**src/rtl/riscv_lsu.sv**
```systemverilog
// Load/store unit between the MEM stage and the data cache: lane placement, load extension,
// misalignment rejection and read-modify-write for sub-word stores at non-zero offsets.
`ifndef CACHE_D_WRITE_LEN
`define CACHE_D_WRITE_LEN 2
`define CACHE_D_WRITE_SB 2'b00
`define CACHE_D_WRITE_SH 2'b01
`define CACHE_D_WRITE_SW 2'b10
`endif

module riscv_lsu #(
  parameter int unsigned ADDR_W = 32,
  parameter int unsigned DATA_W = 32
) (
  input  logic                          clk,
  input  logic                          rst,
  input  logic                          req_valid,
  output logic                          req_ready,
  input  logic                          req_is_store,
  input  logic [1:0]                    req_size,
  input  logic                          req_unsigned,
  input  logic [ADDR_W-1:0]             req_addr,
  input  logic [DATA_W-1:0]             req_wdata,
  output logic                          resp_valid,
  output logic [DATA_W-1:0]             resp_rdata,
  output logic                          resp_misaligned,
  output logic                          cache_d_write_en,
  output logic [`CACHE_D_WRITE_LEN-1:0] cache_d_write,
  output logic [ADDR_W-1:0]             cache_addr,
  output logic [DATA_W-1:0]             cache_data_to_cache,
  input  logic [DATA_W-1:0]             cache_data_out
);

  typedef enum logic [2:0] {StIdle, StRd, StRdData, StWr1, StWr2, StResp} state_e;

  state_e                          state_q, state_d;
  logic [1:0]                      size_q, size_d;
  logic                            uns_q, uns_d;
  logic                            rmw_q, rmw_d;
  logic [ADDR_W-1:0]               addr_q, addr_d;
  logic [DATA_W-1:0]               wdata_q, wdata_d;
  logic [DATA_W-1:0]               rdata_q, rdata_d;
  logic                            mis_q, mis_d;
  logic [ADDR_W-1:0]               caddr_q, caddr_d;
  logic [DATA_W-1:0]               cdata_q, cdata_d;
  logic [`CACHE_D_WRITE_LEN-1:0]   ckind_q, ckind_d;

  logic                            req_mis;
  logic [7:0]                      ld_byte;
  logic [15:0]                     ld_half;
  logic [DATA_W-1:0]               ld_ext;
  logic [DATA_W-1:0]               merged;

  always_comb begin
    unique case (req_size)
      2'b00:   req_mis = 1'b0;
      2'b01:   req_mis = req_addr[0];
      2'b10:   req_mis = (req_addr[1:0] != 2'b00);
      default: req_mis = 1'b1;
    endcase
  end

  // Lane extraction and extension of the word returned by the cache.
  always_comb begin
    unique case (addr_q[1:0])
      2'b00:   ld_byte = cache_data_out[7:0];
      2'b01:   ld_byte = cache_data_out[15:8];
      2'b10:   ld_byte = cache_data_out[23:16];
      default: ld_byte = cache_data_out[31:24];
    endcase
    ld_half = addr_q[1] ? cache_data_out[31:16] : cache_data_out[15:0];
    unique case (size_q)
      2'b00:   ld_ext = {{24{~uns_q & ld_byte[7]}}, ld_byte};
      2'b01:   ld_ext = {{16{~uns_q & ld_half[15]}}, ld_half};
      default: ld_ext = cache_data_out;
    endcase
  end

  // Merge the store lane(s) into the read word for the full-word write-back.
  always_comb begin
    merged = cache_data_out;
    if (size_q == 2'b00) begin
      unique case (addr_q[1:0])
        2'b00:   merged[7:0]   = wdata_q[7:0];
        2'b01:   merged[15:8]  = wdata_q[7:0];
        2'b10:   merged[23:16] = wdata_q[7:0];
        default: merged[31:24] = wdata_q[7:0];
      endcase
    end else if (addr_q[1]) begin
      merged[31:16] = wdata_q[15:0];
    end else begin
      merged[15:0] = wdata_q[15:0];
    end
  end

  always_comb begin
    state_d = state_q;
    size_d  = size_q;
    uns_d   = uns_q;
    rmw_d   = rmw_q;
    addr_d  = addr_q;
    wdata_d = wdata_q;
    rdata_d = rdata_q;
    mis_d   = mis_q;
    caddr_d = caddr_q;
    cdata_d = cdata_q;
    ckind_d = ckind_q;

    unique case (state_q)
      StIdle: begin
        if (req_valid) begin
          size_d  = req_size;
          uns_d   = req_unsigned;
          addr_d  = req_addr;
          wdata_d = req_wdata;
          rmw_d   = 1'b0;
          mis_d   = req_mis;
          if (req_mis) begin
            rdata_d = '0;
            state_d = StResp;
          end else begin
            caddr_d = {req_addr[ADDR_W-1:2], 2'b00};
            if (!req_is_store) begin
              state_d = StRd;
            end else if (req_size == 2'b10 || req_addr[1:0] == 2'b00) begin
              cdata_d = req_wdata;
              unique case (req_size)
                2'b00:   ckind_d = `CACHE_D_WRITE_SB;
                2'b01:   ckind_d = `CACHE_D_WRITE_SH;
                default: ckind_d = `CACHE_D_WRITE_SW;
              endcase
              state_d = StWr1;
            end else begin
              rmw_d   = 1'b1;
              state_d = StRd;
            end
          end
        end
      end
      StRd: state_d = StRdData;
      StRdData: begin
        if (rmw_q) begin
          cdata_d = merged;
          ckind_d = `CACHE_D_WRITE_SW;
          state_d = StWr1;
        end else begin
          rdata_d = ld_ext;
          state_d = StResp;
        end
      end
      StWr1: state_d = StWr2;
      StWr2: begin
        rdata_d = '0;
        state_d = StResp;
      end
      StResp: state_d = StIdle;
      default: state_d = StIdle;
    endcase
  end

  always_ff @(posedge clk) begin
    if (rst) begin
      state_q <= StIdle;
      size_q  <= 2'b00;
      uns_q   <= 1'b0;
      rmw_q   <= 1'b0;
      addr_q  <= '0;
      wdata_q <= '0;
      rdata_q <= '0;
      mis_q   <= 1'b0;
      caddr_q <= '0;
      cdata_q <= '0;
      ckind_q <= `CACHE_D_WRITE_SW;
    end else begin
      state_q <= state_d;
      size_q  <= size_d;
      uns_q   <= uns_d;
      rmw_q   <= rmw_d;
      addr_q  <= addr_d;
      wdata_q <= wdata_d;
      rdata_q <= rdata_d;
      mis_q   <= mis_d;
      caddr_q <= caddr_d;
      cdata_q <= cdata_d;
      ckind_q <= ckind_d;
    end
  end

  assign req_ready           = (state_q == StIdle);
  assign resp_valid          = (state_q == StResp);
  assign resp_rdata          = rdata_q;
  assign resp_misaligned     = mis_q;
  assign cache_d_write_en    = (state_q == StWr1);
  assign cache_d_write       = ckind_q;
  assign cache_addr          = caddr_q;
  assign cache_data_to_cache = cdata_q;

endmodule

```
**config.mk**
```make
export PLATFORM = sky130hd
export DESIGN_NAME = riscv_lsu
export DESIGN_NICKNAME = d
export VERILOG_FILES = /design/src/rtl/riscv_lsu.sv
export SDC_FILE = /design/constraint.sdc
export NUM_CORES = 1
export LEC_CHECK = 0
export BUFFER_PORTS_ARGS = -buffer_cell sky130_fd_sc_hd__buf_2
export CELL_PAD_IN_SITES_DETAIL_PLACEMENT = 1
export CELL_PAD_IN_SITES_GLOBAL_PLACEMENT = 1
export CORE_MARGIN = 2
export CORE_UTILIZATION = 37
export CTS_CLUSTER_DIAMETER = 40
export DETAILED_ROUTE_END_ITERATION = 6
export GPL_TIMING_DRIVEN = 0
export PLACE_DENSITY_LB_ADDON = 0.1
export SYNTH_ARGS = -nofsm -noshare
export SYNTH_HDL_FRONTEND = slang
export SYNTH_SLANG_ARGS = --single-unit
```
**constraint.sdc**
```tcl
create_clock -name clk -period 2.5 [get_ports clk]
set_input_delay 0.25 -clock clk [delete_from_list [all_inputs] [get_ports clk]]
set_output_delay 0.25 -clock clk [all_outputs]
set_load 0.1 [all_outputs]
```
==> flow_summary_export.csv <==
group,metric,value,unit
run_status,outcome,"finished, final reports clean",
yosys,synth-seq-cells,122,
timing,clock_skew,6.34,ps
clock_network,cts_hold_buffers,0,
job,max_cap_viol_count,0,
power,pwr-share-seq,35.9,%
hold_path,min_to,"cache_addr[8]",
route,drt_iter0_markers,402,
route,wl,21000,um
worst_setup_path,critPathLaunchType,"register",
clock_network,path_clk_slew,60,ps
worst_setup_path,crit_buf_inv,1,
worst_setup_path,crit_type,"register to register",
clock_network,post_cts.repair.setup_buffers,0,
timing,period_share,86.0,%
route,detail_route.wl_per_cell,20.1,um
floorplanning,start_util,38.2,%
worst_setup_path,arrival,2510,ps
yosys,avgSynthCellArea,8.95,um2
route,wl_met1,9100,um
timing,maxSlewViolCount,0,
power,power-per-cell-area,802,nW/um2
timing,maxSlewHeadroom,25.3,%
final_layout,drive_gt1_share,31.9,%
final_layout,final_util,50.6,%
timing,max_freq,0.465,GHz
power,p_int,3880,uW
worst_setup_path,cpMaxStageDelayCell,"nor3_1",
power,combPwrFrac,24.1,%
floorplanning,core,14600,um2
power,vdd_drop_max,0.475,mV
floorplanning,num_rows,44,
clock_network,ctsResizeCount,0,
timing,worst_pin_slew,1110,ps
worst_setup_path,cp_top_family,"simple AND/OR/NAND/NOR gates",
place,dp_hpwl,16200,um
place,place.gp.congestion,0.883,
timing,rsz0062_at_grt,"no",
global_routing,grt_first_pass_wirelength,31800,um
clock_network,cts_buffer_depth,2,
yosys,synth.area.top_cells,"dfxtp_1, mux2i_1, a21oi_1",
global_routing,track_usage,25.5,%
clock_network,insertion_delay,420,ps
floorplanning,die_area,16100,um2
power,switchingPower,2060,uW
worst_setup_path,critPathCaptureType,"register",
timing,setup_tns,0,ps
place,port_buffers,201,
worst_setup_path,cp.required,2860,ps
worst_setup_path,r2r-end,"resp_rdata[25]",
hold_path,min-delay-path-class,"primary input to register",
timing,post-route-min-period,2150,ps
timing,setup_viol,0,
power,power.share.clock,40.0,%
worst_setup_path,path_cells,"or3_4 > nor3_1 > clkbuf_1 > a221o_1",
yosys,netlist_area,5590,um2
hold_path,hp-start,"req_addr[8]",
worst_setup_path,reg2regPathDepth,4,
yosys,synthArstFlopShare,0,%
route,route.top_layer_used,"met4",
power,leakage,0.00347,uW
global_routing,antenna_found_initial,0,
worst_setup_path,cpPeakStageDelay,650,ps
yosys,synth-main-ff-cell,"dfxtp_1",
floorplanning,ios,205,
floorplanning,die_y,127,um
yosys,netlist_instances,625,
clock_network,root_buffer,"clkbuf_16",
yosys,synth_top_area_cell,"dfxtp_1",
worst_setup_path,reg2reg_from,"state_q[2]",
route,met2_length,9910,um
final_layout,antenna_cells,0,
route,route.vias.total,5919,
final_layout,fin_nets,949,
route,via_per_inst,5.68,
route,route.detailed.drc,0,
route,dr_wl_met3,1440,um
yosys,yosys_warnings,0,
global_routing,grt_pass1_vias,5851,
worst_setup_path,r2r_slack,350,ps
clock_network,htree_levels,4,
yosys,synth-edff-count,0,
yosys,synth.distinct_cells,56,
route,firstDrtPassIters,5,
floorplanning,fp.dieW,127,um
clock_network,cts_inserted_buffers,17,
route,drtAntennaViolNets,0,
clock_network,clock-sinks,122,
power,power_switching_share,34.7,%
global_routing,overflow,0,
hold_path,hold_depth,3,
yosys,yosysSeqAreaShare,43.7,%
timing,hold_viol,0,
clock_network,cts_tree,"yes",
global_routing,grt_start_max_net_pins,17,
final_layout,syn_to_final_growth,32.4,%
worst_setup_path,critPathMaxFanout,10,
yosys,yosysTopAreaCellShare,43.7,%
## layout make-up
cell class | count | area, um2
sequential | 122 | 2440
inverter | 12 | 45.0
buffer | 56 | 270
clock buffer | 24 | 502
fill | 1793 | 7240
tap | 184 | 230
timing repair buffer | 201 | 1010
multi-input combinational | 436 | 2840
clock inverter | 7 | 65.1
## power by group through the flow
stage / clock (uW) / sequential (uW) / combinational [uW]
floorplan: 0 / 2620 / 579
global placement: 0 / 2160 / 1390
detailed placement: 0 / 2170 / 1420
CTS: 2390 / 2130 / 1430
global route: 2480 / 2140 / 1520
finish: 2370 / 2130 / 1430
## flip-flops by register name, summed over array words and instances, names as in the netlist
name and cells:
cache_data_to_cache 32, resp_rdata 32, cache_addr 30, wdata_q 16, state_q 3, addr_q 2, cache_d_write 2, size_q 2
resp_misaligned 1, rmw_q 1, uns_q 1
## metrics by stage
step | setup slack, ps | instance area, um2 | total power (uW) | cells | hold slack, ps
finish | 349 | 7400 | 5930 | 1042 | 59.5
global route | 247 | 7400 | 6140 | 1042 | 69.1
CTS | 385 | 7400 | 5940 | 1042 | 49.4
detailed placement | 363 | 6840 | 3590 | 1011 | 447
global placement | 438 | 6840 | 3550 | 1011 | 446
floorplan | 193 | 5600 | 3200 | 626 | 386
## logic make-up (layout without fill, tap and decap cells)
| group | after synthesis | count (layout) | share of synthesized area (%) |
|---|---|---|---|
| buffers and inverters | 68 | 300 | 5.64 |
| multiplexers | 48 | 48 | 8.66 |
| flip-flops | 122 | 122 | 43.7 |
| AND/OR/NAND/NOR | 195 | 195 | 17.3 |
| other | 1 | 2 | 0.0671 |
| AO/OA/AOI/OAI | 191 | 191 | 24.6 |
## worst max path at each step
stage	startpoint	to	slack, ps	cells past startpoint
finish	state_q[2]	resp_rdata[25]	350	4
global route	state_q[2]	resp_rdata[12]	250	5
CTS	state_q[2]	resp_rdata[25]	380	4
detailed placement	rst	resp_rdata[22]	360	5
global placement	size_q[1]	cache_data_to_cache[14]	440	6
floorplan	state_q[2]	req_ready	190	3
## cells in the mapped netlist (2+ instances only)
cell	number
a211o_1	7
a211oi_1	9
a21oi_1	62
a221o_1	16
a221oi_1	3
a311oi_1	16
a32o_1	7
and2_1	2
and3_1	8
buf_2	21
buf_4	3
buf_6	3
clkbuf_1	28
dfxtp_1	122
inv_1	12
mux2_2	3
mux2i_1	45
nand2_1	81
nand2b_1	8
nand3_1	3
nor2_1	44
nor2b_1	9
nor3_1	22
nor3b_2	2
nor4_4	2
o21ai_0	19
o21ai_1	2
o221ai_1	16
o2bb2ai_1	15
o32ai_1	8
or3b_4	2
## tightest hold or removal path, cell delays in order
cell     delay (ps)
buf_2            70
mux2i_1          50
nor2_1           70
## cell usage in the layout, fill, tap and decap left out, types with 2 or more instances in the layout
cell type and instances:
o32ai_1 8, o2bb2ai_1 15, nand2b_1 8, and2_1 2, dfxtp_1 122, and3_1 8, nor3_1 22, a311oi_1 16
nand2_1 81, nand3_1 3, inv_1 12, nor3b_2 3, or3b_4 2, o21ai_1 2, o21ai_0 19, conb_1 2
a221o_1 16, clkinvlp_4 2, a221oi_1 3, nor2b_1 9, a211o_1 7, a32o_1 7, mux2_2 3, clkbuf_16 17
o221ai_1 16, clkbuf_1 30, a211oi_1 9, clkinv_2 4, clkbuf_8 5, nor2_1 44, buf_6 3, nor4_4 2
a21oi_1 62, buf_4 3, mux2i_1 45, buf_2 222
## metal layers
metal | vias to the layer above | GRT usage [%]
met2 | 256 | 42.1
met3 | 39 | 5.90
met4 | 0 | 10.0
li1 | 2747 | -
met5 | - | 0
met1 | 2877 | 32.2
(Power assumes the default switching activity.)
